==> config.mk <==
export PLATFORM = sky130hd
export DESIGN_NAME = fifo_fwft_reader
export DESIGN_NICKNAME = d
export VERILOG_FILES = /design/src/rtl/fifo_fwft_reader_pkg.sv /design/src/rtl/fifo_fwft_reader_skid_ring_buffer.sv /design/src/rtl/fifo_fwft_reader.sv
export SDC_FILE = /design/constraint.sdc
export NUM_CORES = 1
export LEC_CHECK = 0
export BUFFER_PORTS_ARGS = -buffer_cell sky130_fd_sc_hd__buf_2
export CORE_MARGIN = 2
export CORE_UTILIZATION = 45
export CTS_CLUSTER_DIAMETER = 200
export DETAILED_ROUTE_END_ITERATION = 7
export GPL_ROUTABILITY_DRIVEN = 0
export GPL_TIMING_DRIVEN = 0
export PLACE_DENSITY = 0.67
export SLEW_MARGIN = 15
export SYNTH_ARGS = -nofsm -noshare
export SYNTH_HDL_FRONTEND = slang
export SYNTH_SLANG_ARGS = --single-unit
export TNS_END_PERCENT = 20
==> constraint.sdc <==
create_clock -name r_clk -period 2.28 [get_ports r_clk]
set_input_delay 0.228 -clock r_clk [delete_from_list [all_inputs] [get_ports r_clk]]
set_output_delay 0.228 -clock r_clk [all_outputs]
set_load 0.02 [all_outputs]
==> src/rtl/fifo_fwft_reader_pkg.sv <==
// Shared defaults and width helpers for the FWFT read-side drain controller.
package fifo_fwft_reader_pkg;

  localparam int DATA_W_DEF     = 8;
  localparam int SKID_DEPTH_DEF = 3;
  localparam int CNT_W_DEF      = 16;
  localparam int OCC_W_DEF      = $clog2(SKID_DEPTH_DEF + 1);

  function automatic int occ_width(input int depth);
    return $clog2(depth + 1);
  endfunction

  function automatic int idx_width(input int depth);
    return (depth > 1) ? $clog2(depth) : 1;
  endfunction

endpackage

==> src/rtl/fifo_fwft_reader_skid_ring_buffer.sv <==
// Small circular skid buffer; indices wrap at DEPTH, which need not be a power of two.
module skid_ring_buffer
  import fifo_fwft_reader_pkg::*;
#(
  parameter int DATA_W = DATA_W_DEF,
  parameter int DEPTH  = SKID_DEPTH_DEF,
  parameter int OCC_W  = OCC_W_DEF
) (
  input  logic              clk,
  input  logic              rst_n,
  input  logic              flush,
  input  logic              push,
  input  logic [DATA_W-1:0] push_data,
  input  logic              pop,
  output logic [DATA_W-1:0] head_data,
  output logic [OCC_W-1:0]  occ,
  output logic              full,
  output logic              empty
);

  localparam int IDX_W = idx_width(DEPTH);
  localparam logic [IDX_W-1:0] LAST_IDX = IDX_W'(DEPTH - 1);

  logic [DATA_W-1:0] mem [DEPTH];
  logic [IDX_W-1:0]  rd_idx, wr_idx;
  logic              do_push, do_pop;

  function automatic logic [IDX_W-1:0] next_idx(input logic [IDX_W-1:0] i);
    return (i == LAST_IDX) ? '0 : i + 1'b1;
  endfunction

  assign empty   = (occ == '0);
  assign full    = (occ == OCC_W'(DEPTH));
  assign do_pop  = pop & ~empty;
  // A push into a full buffer is only taken when a pop frees the slot in the same cycle.
  assign do_push = push & (~full | do_pop);

  always_ff @(posedge clk or negedge rst_n) begin
    if (!rst_n) begin
      rd_idx <= '0;
      wr_idx <= '0;
      occ    <= '0;
    end else if (flush) begin
      rd_idx <= '0;
      wr_idx <= '0;
      occ    <= '0;
    end else begin
      if (do_pop)  rd_idx <= next_idx(rd_idx);
      if (do_push) wr_idx <= next_idx(wr_idx);
      case ({do_push, do_pop})
        2'b10:   occ <= occ + 1'b1;
        2'b01:   occ <= occ - 1'b1;
        default: occ <= occ;
      endcase
    end
  end

  always_ff @(posedge clk) begin
    if (do_push && !flush) mem[wr_idx] <= push_data;
  end

  assign head_data = empty ? '0 : mem[rd_idx];

endmodule

==> src/rtl/fifo_fwft_reader.sv <==
// Converts the FIFO's 1-cycle-latency read port into a first-word-fall-through stream,
// issuing reads only against guaranteed skid-buffer credit.
module fifo_fwft_reader
  import fifo_fwft_reader_pkg::*;
#(
  parameter int DATA_W     = DATA_W_DEF,
  parameter int SKID_DEPTH = SKID_DEPTH_DEF,
  parameter int CNT_W      = CNT_W_DEF
) (
  input  logic              r_clk,
  input  logic              rst_n,
  input  logic              empty,
  input  logic [DATA_W-1:0] rdata,
  input  logic              rvalid,
  output logic              ren,
  output logic [DATA_W-1:0] out_data,
  output logic              out_valid,
  input  logic              out_ready,
  input  logic              clear,
  output logic [CNT_W-1:0]  words_out,
  output logic              ovf_err
);

  localparam int OCC_W = occ_width(SKID_DEPTH);

  logic [OCC_W-1:0] occ;
  logic [OCC_W:0]   credit_used;
  logic             inflight, drop_next;
  logic             buf_full, buf_empty;
  logic             pop, ret_ok;

  // Credit counts words already buffered plus the one still returning; out_ready is
  // deliberately excluded so there is no combinational consumer-to-FIFO path.
  assign credit_used = {1'b0, occ} + (OCC_W + 1)'(inflight);
  assign ren         = rst_n & ~empty & ~clear & (credit_used < (OCC_W + 1)'(SKID_DEPTH));

  assign out_valid = ~buf_empty;
  assign pop       = out_valid & out_ready;
  assign ret_ok    = rvalid & ~drop_next & ~clear;

  skid_ring_buffer #(
    .DATA_W (DATA_W),
    .DEPTH  (SKID_DEPTH),
    .OCC_W  (OCC_W)
  ) u_skid (
    .clk       (r_clk),
    .rst_n     (rst_n),
    .flush     (clear),
    .push      (ret_ok),
    .push_data (rdata),
    .pop       (pop),
    .head_data (out_data),
    .occ       (occ),
    .full      (buf_full),
    .empty     (buf_empty)
  );

  always_ff @(posedge r_clk or negedge rst_n) begin
    if (!rst_n) begin
      inflight  <= 1'b0;
      drop_next <= 1'b0;
      words_out <= '0;
      ovf_err   <= 1'b0;
    end else begin
      inflight <= ren;
      if (clear && inflight)        drop_next <= 1'b1;
      else if (rvalid || !inflight) drop_next <= 1'b0;
      if (pop) words_out <= words_out + 1'b1;
      if (ret_ok && buf_full && !pop) ovf_err <= 1'b1;
    end
  end

endmodule
==> results.ini, run 1 <==
[layout]
drive_gt1_share_pct=27.8
most-common-layout-cells=buf_2 (41), nor2_1 (25), dfrtp_1 (25)
nets=232
diodes=0
final_common_cell=buf_2
synthToLayoutAreaGrowth_pct=18.0

[synth]
synth_ff_type=dfrtp_1
synthDistinctLibCells=37
syn_area_per_cell_sq_um=12.6
postSynthCellCount=168
synth_nets=185
synth_top_family_by_area=simple AND/OR/NAND/NOR gates
synth-seq-cells=49
yosys-mux-area-fraction_pct=4.79
synth_edf_count=24
synthArstFlopShare_pct=51.0
yosys_warnings=0
synthAdderAreaFrac_pct=1.77
synth-compound-area-share_pct=6.21
synthXorXnorAreaFrac_pct=6.62
ys_seq_area_share_pct=63.6
syn_area_sq_mm=0.00212
synthSimpleGateAreaFrac_pct=14.5

[worst_setup_path]
crit_buf_inv=1
required_ns=2.05
start_kind=register
critPathMaxStageDelay_ns=0.47
cp_max_fo=2
end_kind=output pin
slowest_stage=or4b_1
crit_chain=ha_1 -> ha_1 -> or4b_1 -> a21oi_1 -> buf_2
arrival_ns=1.88
critical_path_class=register to output pin
critPathTopFamily=simple AND/OR/NAND/NOR gates
rrSetupSlack_ns=0.47
crit_path_frequent_cell=ha_1

[routing]
routed_wl_mm=3.98
firstDrtPassIters=4
vias=1390
ant_nets=0
drt-wirelength-per-cell_microns=14.8
vias_per_cell=5.19
dr.first_iter.drc_count=95
drc=0

[cts]
clockRootBuffer=clkbuf_8
clock_latency_ns=0.31
cts_inserted_buffers=5
cts_buffer_depth=2
clk_pin_slew_ns=0.09
htreeDepth=2
tritoncts=built
clkSinkCount=49

[sta]
fmax_mhz=473
setup_viol=0
tns_ns=0
post-route-period-util_pct=92.6
final_hold_viol_count=0
skew_ns=0.00383
relSlewSlack_pct=54.4
maxSlewViolCount=0
tightest_slew_ns=0.681
rsz0062_at_grt=no
finalCriticalPeriod_ns=2.11

[global_route]
grt_max_degree=26
grt_pass1_vias=1441
met1_usage_pct=20.0
track_usage_pct=17.3
antenna_found_initial=0
grt-busiest-layer=met2
overflow=0
grt_pass1_wl_mm=6.77
use_met2_pct=30.2
grt_util_met3_pct=4.14

[power_and_ir_drop]
power.density_mw_per_mm2=758
p_total_uw=1890
ir_drop_uv=443
p_leak_uw=0.00113

[worst_hold_path]
hp-class=input pin to register

[die]
start_util_pct=47.6
dieArea_sq_mm=0.00527
fp.dieW_microns=72.6
io_pins=41
die_y_microns=72.6
num_rows=24
core_area_sq_mm=0.00444

[place]
port_buffers=38
dpl.hpwl_mm=2.78

[outcome]
outcome=completed

[flow_run]
maxCapViolCount=0

synthesized netlist by cell type, drive strengths merged, types with 2 or more instances:
cell type  number  share of area (%)
nor3            2                1.0
mux2i           9                4.3
nor2           25                4.4
edfxtp         24                 34
nand3           5                1.2
o21ai           3                1.4
nor3b           3                1.3
buf             5                1.6
dfrtp          25                 30
xnor2          11                4.6
ha              3                1.8
a21oi          15                3.7
and4            2               0.83
xor2            5                2.1
inv             3               0.53
nand4           3               0.89
nand2          11                2.0
clkbuf          2               0.35
metal layers:
metal	share of wire, %	vias up
met3	4.4	7
met5	0	-
li1	-	681
met2	50	31
met4	2.1	0
met1	44	671
final cells by class:
| type | instances | area (sq um) |
|---|---|---|
| flip-flops and latches | 49 | 1350 |
| plain buffers | 7 | 42.5 |
| fillers | 387 | 1950 |
| repair buffers | 40 | 220 |
| multi-input cells | 109 | 722 |
| inverters | 3 | 11.3 |
| well taps | 52 | 65.1 |
| clock buffers | 5 | 68.8 |
| clock inverters | 3 | 21.3 |
registers in the layout, summed over array words and instances, names as in the netlist:
| name | flops |
|---|---|
| u_skid.wr_idx | 2 |
| ovf_err | 1 |
| words_out | 16 |
| u_skid.rd_idx | 2 |
| drop_next | 1 |
| inflight | 1 |
| u_skid.mem | 24 |
| u_skid.occ | 2 |
report_power, final:
group	internal [uW]	total, uW	switching [uW]
clock network	218	513	295
registers	990	1050	62.2
logic	125	327	202
total	1330	1890	560
repair_timing:
item / 4_1_cts / 5_1_grt
resized for setup: 0 / 2
hold endpoints to repair: 25 / 0
endpoints found under the setup margin: 0 / 1
hold buffers: 2 / 0
setup buffers: 0 / 0
worst paths after layout:
| path | cells past startpoint | from | to |
|---|---|---|---|
| worst min-delay path | 2 | clear | u_skid.wr_idx[1]$_DFFE_PN0P_ |
| worst max register to register | 5 | u_skid.occ[1]$_DFFE_PN0P_ | u_skid.mem[1][3]$_DFFE_PP_ |
| worst max-delay path | 5 | u_skid.occ[0]$_DFFE_PN0P_ | ren |
| min in group asynchronous | 3 | rst_n | words_out[10]$_DFFE_PN0P_ |
| worst min register to register | 1 | ovf_err$_DFFE_PN0P_ | ovf_err$_DFFE_PN0P_ |
| max in group asynchronous | 3 | rst_n | inflight$_DFF_PN0_ |
logic make-up (layout without fill, tap and decap cells):
family / after synthesis / count (layout)
fa+ha+maj: 3 / 3
xor+xnor: 16 / 16
flops: 49 / 49
mux: 10 / 10
compound gates: 21 / 21
simple gates: 59 / 59
buf+inv: 10 / 58
stage by stage:
stage | util, % | setup slack (ns) | instances | hold WS (ns) | area, sq um
after detailed placement | 53.5 | 0.474 | 258 | 0.258 | 2380
final | 56.2 | 0.168 | 268 | 0.112 | 2500
after global placement | 53.4 | 0.115 | 258 | 0.243 | 2370
after floorplan | - | 0.510 | 168 | -0.0676 | 2120
after global routing | 56.2 | 0.0680 | 268 | 0.103 | 2500
after CTS | 56.2 | 0.134 | 268 | 0.103 | 2500
Power figures use the tool's default switching activity.
==> inputs of run 2 (changes only) <==
--- a/config.mk
+++ b/config.mk
@@ -16,5 +16,6 @@
 export SLEW_MARGIN = 15
 export SYNTH_ARGS = -nofsm -noshare
 export SYNTH_HDL_FRONTEND = slang
+export SYNTH_HIERARCHICAL = 1
 export SYNTH_SLANG_ARGS = --single-unit
 export TNS_END_PERCENT = 20
==> results.ini, run 2 <==
[worst_setup_path]
crit_buf_inv=1
crit_path_frequent_cell=ha_1
r2r-start=u_skid/occ[1]$_DFFE_PN0P_
crit_chain=ha_1 -> ha_1 -> or4b_4 -> a21oi_2 -> buf_6
r2r-end=u_skid/mem[1][5]$_DFFE_PP_
worstRegToRegCells=7
critical_path_class=register to output pin
end_kind=output pin
start_kind=register
critPathTopFamily=simple AND/OR/NAND/NOR gates
cp_max_fo=2
critPathMaxStageDelay_ns=0.50
required_ns=2.05
rrSetupSlack_ns=0.19
arrival_ns=1.87
slowest_stage=or4b_4

[synth]
yosys_warnings=6
synth_most_common_cell=dfrtp_1
syn_area_sq_mm=0.00218
postSynthCellCount=160
ys_seq_area_share_pct=61.8
synth-seq-cells=49
synth_nets=177
ys_top_cells_by_count=dfrtp_1 (25), edfxtp_1 (24), nor2_1 (13)
synth_top_cells_by_area=edfxtp_1 (33%), dfrtp_1 (29%), mux2_2 (4.7%)
syn_area_per_cell_sq_um=13.6
synthArstFlopShare_pct=51.0
synth_top_area_share_pct=33.1
synth_ff_type=dfrtp_1
synthDistinctLibCells=40
synth_top_area_cell=edfxtp_1
synth_edf_count=24

[global_route]
track_usage_pct=16.5
grt_pass1_wl_mm=6.65
grt_max_degree=26
grt_pass1_vias=1380
antenna_found_initial=0
overflow=0

[layout]
nets=227
final_common_cell=buf_2
largest_reg_flops=24
drive_gt1_share_pct=37.0
largest-register=u_skid/mem
reg_top3=u_skid/mem x24, words_out x16
most-common-layout-cells=buf_2 (40), dfrtp_1 (25), edfxtp_1 (24)
diodes=0
synthToLayoutAreaGrowth_pct=21.4

[flow_run]
maxCapViolCount=0

[power_and_ir_drop]
power.density_mw_per_mm2=678
comb_power_share_pct=11.2
p_sw_uw=423
p_total_uw=1790
seq_power_share_pct=55.8
p_int_uw=1370
p_clk_share_pct=33.0
sw_frac_of_total_pct=23.6
ir_drop_uv=455
p_leak_uw=0.00116

[die]
io_pins=41
die_y_microns=73.6
dieArea_sq_mm=0.00541
core_area_sq_mm=0.00469
fp.dieW_microns=73.6
start_util_pct=46.4
num_rows=25

[sta]
timing.hold.ws_ns=0.129
rsz0062_at_grt=no
tightest_slew_ns=0.503
finalCriticalPeriod_ns=2.10
worst_slack_ns=0.178
fmax_mhz=476
skew_ns=0.00426
maxSlewViolCount=0
setup_viol=0
post-route-period-util_pct=92.2
final_hold_viol_count=0
relSlewSlack_pct=66.5

[routing]
vias=1444
ant_nets=0
dr.first_iter.drc_count=66
vias_per_cell=5.45
drt-wirelength-per-cell_microns=15.7
routed_wl_mm=4.17
drc=0
firstDrtPassIters=4

[outcome]
outcome=completed

[cts]
cts_inserted_buffers=5
tritoncts=built
htreeDepth=2
clockRootBuffer=clkbuf_8
clock_latency_ns=0.29
cts_buffer_depth=2
clk_pin_slew_ns=0.08
clkSinkCount=49

[place]
port_buffers=40
dpl.hpwl_mm=2.79
detailedPlace.worstSlack_ns=-0.390

[worst_hold_path]
hp-class=input pin to register
hold_depth=1
holdPathEnd=u_skid/mem[0][7]$_DFFE_PP_
min_from=rdata[7]

-- run 2: cell types whose count changed after synthesis, sizes merged, moves of 2 or more --
cell / previous run / this run
and3: 1 / 3
nor2b: 1 / 3
nand2: 11 / 7
mux2: 1 / 9
nor3b: 3 / 1
a21oi: 15 / 4
clkbuf: 2 / 0
a31o: 0 / 3
nor2: 25 / 14
and2: 1 / 3
-- run 2: what timing repair did --
action,in CTS,in global routing
hold buffers,2,0
setup buffers,0,1
endpoints found under the setup margin,17,10
resized for setup,5,3
pin swaps,0,1
endpoints found under the hold margin,25,0
-- run 2: worst reg2reg max path, stage by stage, from the launching register on --
cell and delay (ns):
dfrtp_1 0.36, buf_4 0.17, nor2_4 0.09, nor2b_1 0.14, buf_6 0.19, nand3b_1 0.15, nand2_1 0.17, nor2_2 0.47
-- run 2: power groups by stage --
stage	Sequential [uW]	Combinational, uW	Clock [uW]
3_5_place_dp	1020	192	0
4_1_cts	999	202	607
5_1_grt	1010	219	644
2_1_floorplan	1040	82.5	0
3_3_place_gp	1010	182	0
6_report	999	201	591
-- run 2: worst max-delay path by stage --
stage	slack, ns	startpoint	to	cells past startpoint
3_3_place_gp	-0.28	clear	u_skid/mem[2][2]$_DFFE_PP_	4
2_1_floorplan	0.27	u_skid/occ[1]$_DFFE_PN0P_	u_skid/mem[2][0]$_DFFE_PP_	7
3_5_place_dp	-0.39	clear	u_skid/mem[2][2]$_DFFE_PP_	4
6_report	0.18	u_skid/occ[0]$_DFFE_PN0P_	ren	5
4_1_cts	0.03	u_skid/occ[0]$_DFFE_PN0P_	ren	5
5_1_grt	0.05	u_skid/occ[1]$_DFFE_PN0P_	u_skid/mem[1][5]$_DFFE_PP_	7
-- run 2: cell type report --
| cell class | instances | area (sq um) |
|---|---|---|
| fillers | 396 | 2050 |
| flip-flops and latches | 49 | 1350 |
| multi-input cells | 102 | 808 |
| repair buffers | 43 | 256 |
| clock buffers | 6 | 72.6 |
| well taps | 54 | 67.6 |
| plain buffers | 5 | 42.5 |
| clock inverters | 2 | 33.8 |
| inverters | 4 | 15.0 |
-- run 2: logic make-up after synthesis --
logic type | Yosys count | share of synthesized area, %
xor+xnor | 15 | 6.38
compound gates | 13 | 4.25
mux | 18 | 8.79
simple gates | 53 | 14.4
flops | 49 | 61.8
buf+inv | 9 | 2.64
fa+ha+maj | 3 | 1.72
-- run 2: routing by layer --
metal	track usage [%]	routed length (microns)	vias to the layer above
met1	20.6	1800	719
met2	27.7	2110	46
met4	6.46	48	0
met3	3.84	218	6
met5	0	0	-
li1	-	-	673
-- run 2: stage by stage --
step | setup TNS (ns) | area (sq um) | std cells | utilization (%)
4_1_cts | 0 | 2610 | 264 | 55.6
3_5_place_dp | -4.80 | 2450 | 254 | 52.2
2_1_floorplan | 0 | 2180 | 160 | -
5_1_grt | 0 | 2640 | 265 | 56.3
3_3_place_gp | -2.97 | 2450 | 254 | 52.2
6_report | 0 | 2640 | 265 | 56.3
==> inputs of run 3 (changes only) <==
--- a/config.mk
+++ b/config.mk
@@ -5,14 +5,16 @@
 export SDC_FILE = /design/constraint.sdc
 export NUM_CORES = 1
 export LEC_CHECK = 0
+export ABC_AREA = 1
 export BUFFER_PORTS_ARGS = -buffer_cell sky130_fd_sc_hd__buf_2
-export CORE_MARGIN = 2
+export CORE_MARGIN = 3
 export CORE_UTILIZATION = 45
 export CTS_CLUSTER_DIAMETER = 200
+export CTS_CLUSTER_SIZE = 14
 export DETAILED_ROUTE_END_ITERATION = 7
 export GPL_ROUTABILITY_DRIVEN = 0
 export GPL_TIMING_DRIVEN = 0
-export PLACE_DENSITY = 0.67
+export PLACE_DENSITY = 0.66
 export SLEW_MARGIN = 15
 export SYNTH_ARGS = -nofsm -noshare
 export SYNTH_HDL_FRONTEND = slang
==> results.ini, run 3 <==
[outcome]
outcome=complete, but fails checks
failed_checks=setup timing

[layout]
nets=304
seqCellArea_sq_mm=0.00135
multi_input_area_sq_um=843
final_common_cell=nand2_1
fill_cells=474
drive_gt1_share_pct=28.8
most-common-layout-cells=nand2_1 (67), buf_2 (41), inv_1 (29)
diodes=0
largest_reg_flops=24
stdcell_count=355
reg_top3=u_skid/mem x24, words_out x16
synthToLayoutAreaGrowth_pct=17.0
largest-register=u_skid/mem

[synth]
synth_ff_type=dfrtp_1
syn_area_per_cell_sq_um=9.77
ys_top_cells_by_count=nand2_1 (67), inv_1 (29), dfrtp_1 (25)
synth_most_common_cell=nand2_1
synth-seq-cells=49
synth_edf_count=24
syn_area_sq_mm=0.00234
synth_top_cells_by_area=edfxtp_1 (31%), dfrtp_1 (27%), nand2_1 (11%)
synth_top_area_share_pct=30.9
synthDistinctLibCells=32
yosys_warnings=6
ys_seq_area_share_pct=57.6
synth_nets=256
synthArstFlopShare_pct=51.0
postSynthCellCount=239
synth_top_area_cell=edfxtp_1

[sta]
worst_slack_ns=-0.00263
fmax_mhz=438
rsz0062_at_grt=yes
setup_viol=3
final_hold_viol_count=0
post-route-period-util_pct=100
skew_ns=0.00818
timing.hold.ws_ns=0.121
maxSlewViolCount=0
relSlewSlack_pct=51.0
finalCriticalPeriod_ns=2.28
tightest_slew_ns=0.733

[worst_hold_path]
hp-class=input pin to register
hold_depth=1

[global_route]
grt_pass1_vias=1693
grt_pass1_wl_mm=7.62
overflow=0
grt_max_degree=27
track_usage_pct=16.1
antenna_found_initial=0

[worst_setup_path]
crit_path_frequent_cell=nand3_1
cp_max_fo=8
worstRegToRegCells=8
critPathMaxStageDelay_ns=0.63
end_kind=register
start_kind=register
critPathTopFamily=simple AND/OR/NAND/NOR gates
crit_buf_inv=3
required_ns=2.22
critical_path_class=register to register
crit_chain=nor2_2 -> inv_2 -> nand2_2 -> inv_4 -> inv_1 -> nand3_1 -> nand3_1 -> nor2_1
arrival_ns=2.22
cp.depth=8
slowest_stage=nor2_1

[place]
detailedPlace.worstSlack_ns=-0.313
port_buffers=40
placed_cells=346
dpl.hpwl_mm=3.06

[routing]
ant_nets=0
routed_wl_mm=4.30
firstDrtPassIters=4
dr.first_iter.drc_count=107
drt-wirelength-per-cell_microns=12.1
drc=0
vias_per_cell=4.72
vias=1676

[power_and_ir_drop]
p_total_uw=2330
ir_drop_uv=454
p_int_uw=1480
seq_power_share_pct=47.3
sw_frac_of_total_pct=36.7
p_sw_uw=857
p_clk_share_pct=22.8
p_leak_uw=0.00132
power.density_mw_per_mm2=854
comb_power_share_pct=30.0

[die]
core_area_sq_mm=0.00488
start_util_pct=47.9
io_pins=41
dieArea_sq_mm=0.00609
die_y_microns=78.1
fp.dieW_microns=78.1
num_rows=25

[cts]
cts_inserted_buffers=5
cts_buffer_depth=2
clock_latency_ns=0.30
clockRootBuffer=clkbuf_8
tritoncts=built
clkSinkCount=49
clk_pin_slew_ns=0.10
htreeDepth=2

[flow_run]
maxCapViolCount=0

[run 3: routing by layer]
metal / share of wire, % / GRT usage [%]
met1: 44 / 19.2
met2: 51 / 28.0
met3: 3.3 / 4.47
met4: 0.98 / 5.42
met5: 0 / 0
[run 3: logic make-up (layout without fill, tap and decap cells)]
kind of cell	Yosys count	count (layout)	synth area share, %
buffers and inverters	37	86	6.59
AO/OA/AOI/OAI	17	17	4.66
adder cells (fa/ha/maj)	3	3	1.61
XOR/XNOR	9	9	3.70
AND/OR/NAND/NOR	124	124	25.8
flip-flops	49	49	57.6
[run 3: worst paths after layout]
check                                          startpoint                    endpoint  slack (ns)
max in group asynchronous                           rst_n   words_out[10]$_DFFE_PN0P_        1.45
min in group asynchronous                           rst_n   words_out[15]$_DFFE_PN0P_        0.44
worst max-delay path            u_skid/occ[0]$_DFFE_PN0P_  u_skid/mem[0][7]$_DFFE_PP_      -0.003
worst min register to register        ovf_err$_DFFE_PN0P_         ovf_err$_DFFE_PN0P_        0.49
worst max register to register  u_skid/occ[0]$_DFFE_PN0P_  u_skid/mem[0][7]$_DFFE_PP_      -0.003
worst min-delay path                             rdata[6]  u_skid/mem[1][6]$_DFFE_PP_        0.12
[run 3: through the flow]
step / TNS [ns] / cell area (sq um) / utilization (%)
2_1_floorplan: 0 / 2340 / -
5_1_grt: -2.35 / 2730 / 56.0
3_3_place_gp: -2.04 / 2620 / 53.7
4_1_cts: 0 / 2730 / 56.0
3_5_place_dp: -2.51 / 2620 / 53.7
6_report: -0.00757 / 2730 / 56.0
[run 3: area by class of cell]
cell class              count  share of cell area [%]
clock buffers               5                    2.52
plain buffers               2                   0.595
multi-input cells         153                    30.9
inverters                  35                    5.04
well taps                  67                    3.07
repair buffers             41                    7.69
flip-flops and latches     49                    49.3
clock inverters             3                   0.962
[run 3: worst reg2reg max path, delay by kind of cell (launching register included)]
kind | cells | cell delay, ns
buffers and inverters | 3 | 0.29
and+or+nand+nor | 5 | 1.14
DFF | 1 | 0.49
[run 3: power by group through the flow]
stage | sequential (uW) | combinational, uW | clock [uW]
global placement | 1120 | 695 | 0
CTS | 1110 | 711 | 550
detailed placement | 1120 | 706 | 0
global route | 1120 | 782 | 597
floorplan | 1180 | 429 | 0
finish | 1100 | 699 | 531
[run 3: repair_timing]
action,in CTS,in global routing
endpoints found under the hold margin,25,0
setup endpoints to repair,16,16
hold buffers,1,0
gates resized for setup,2,0
buffers inserted,0,0
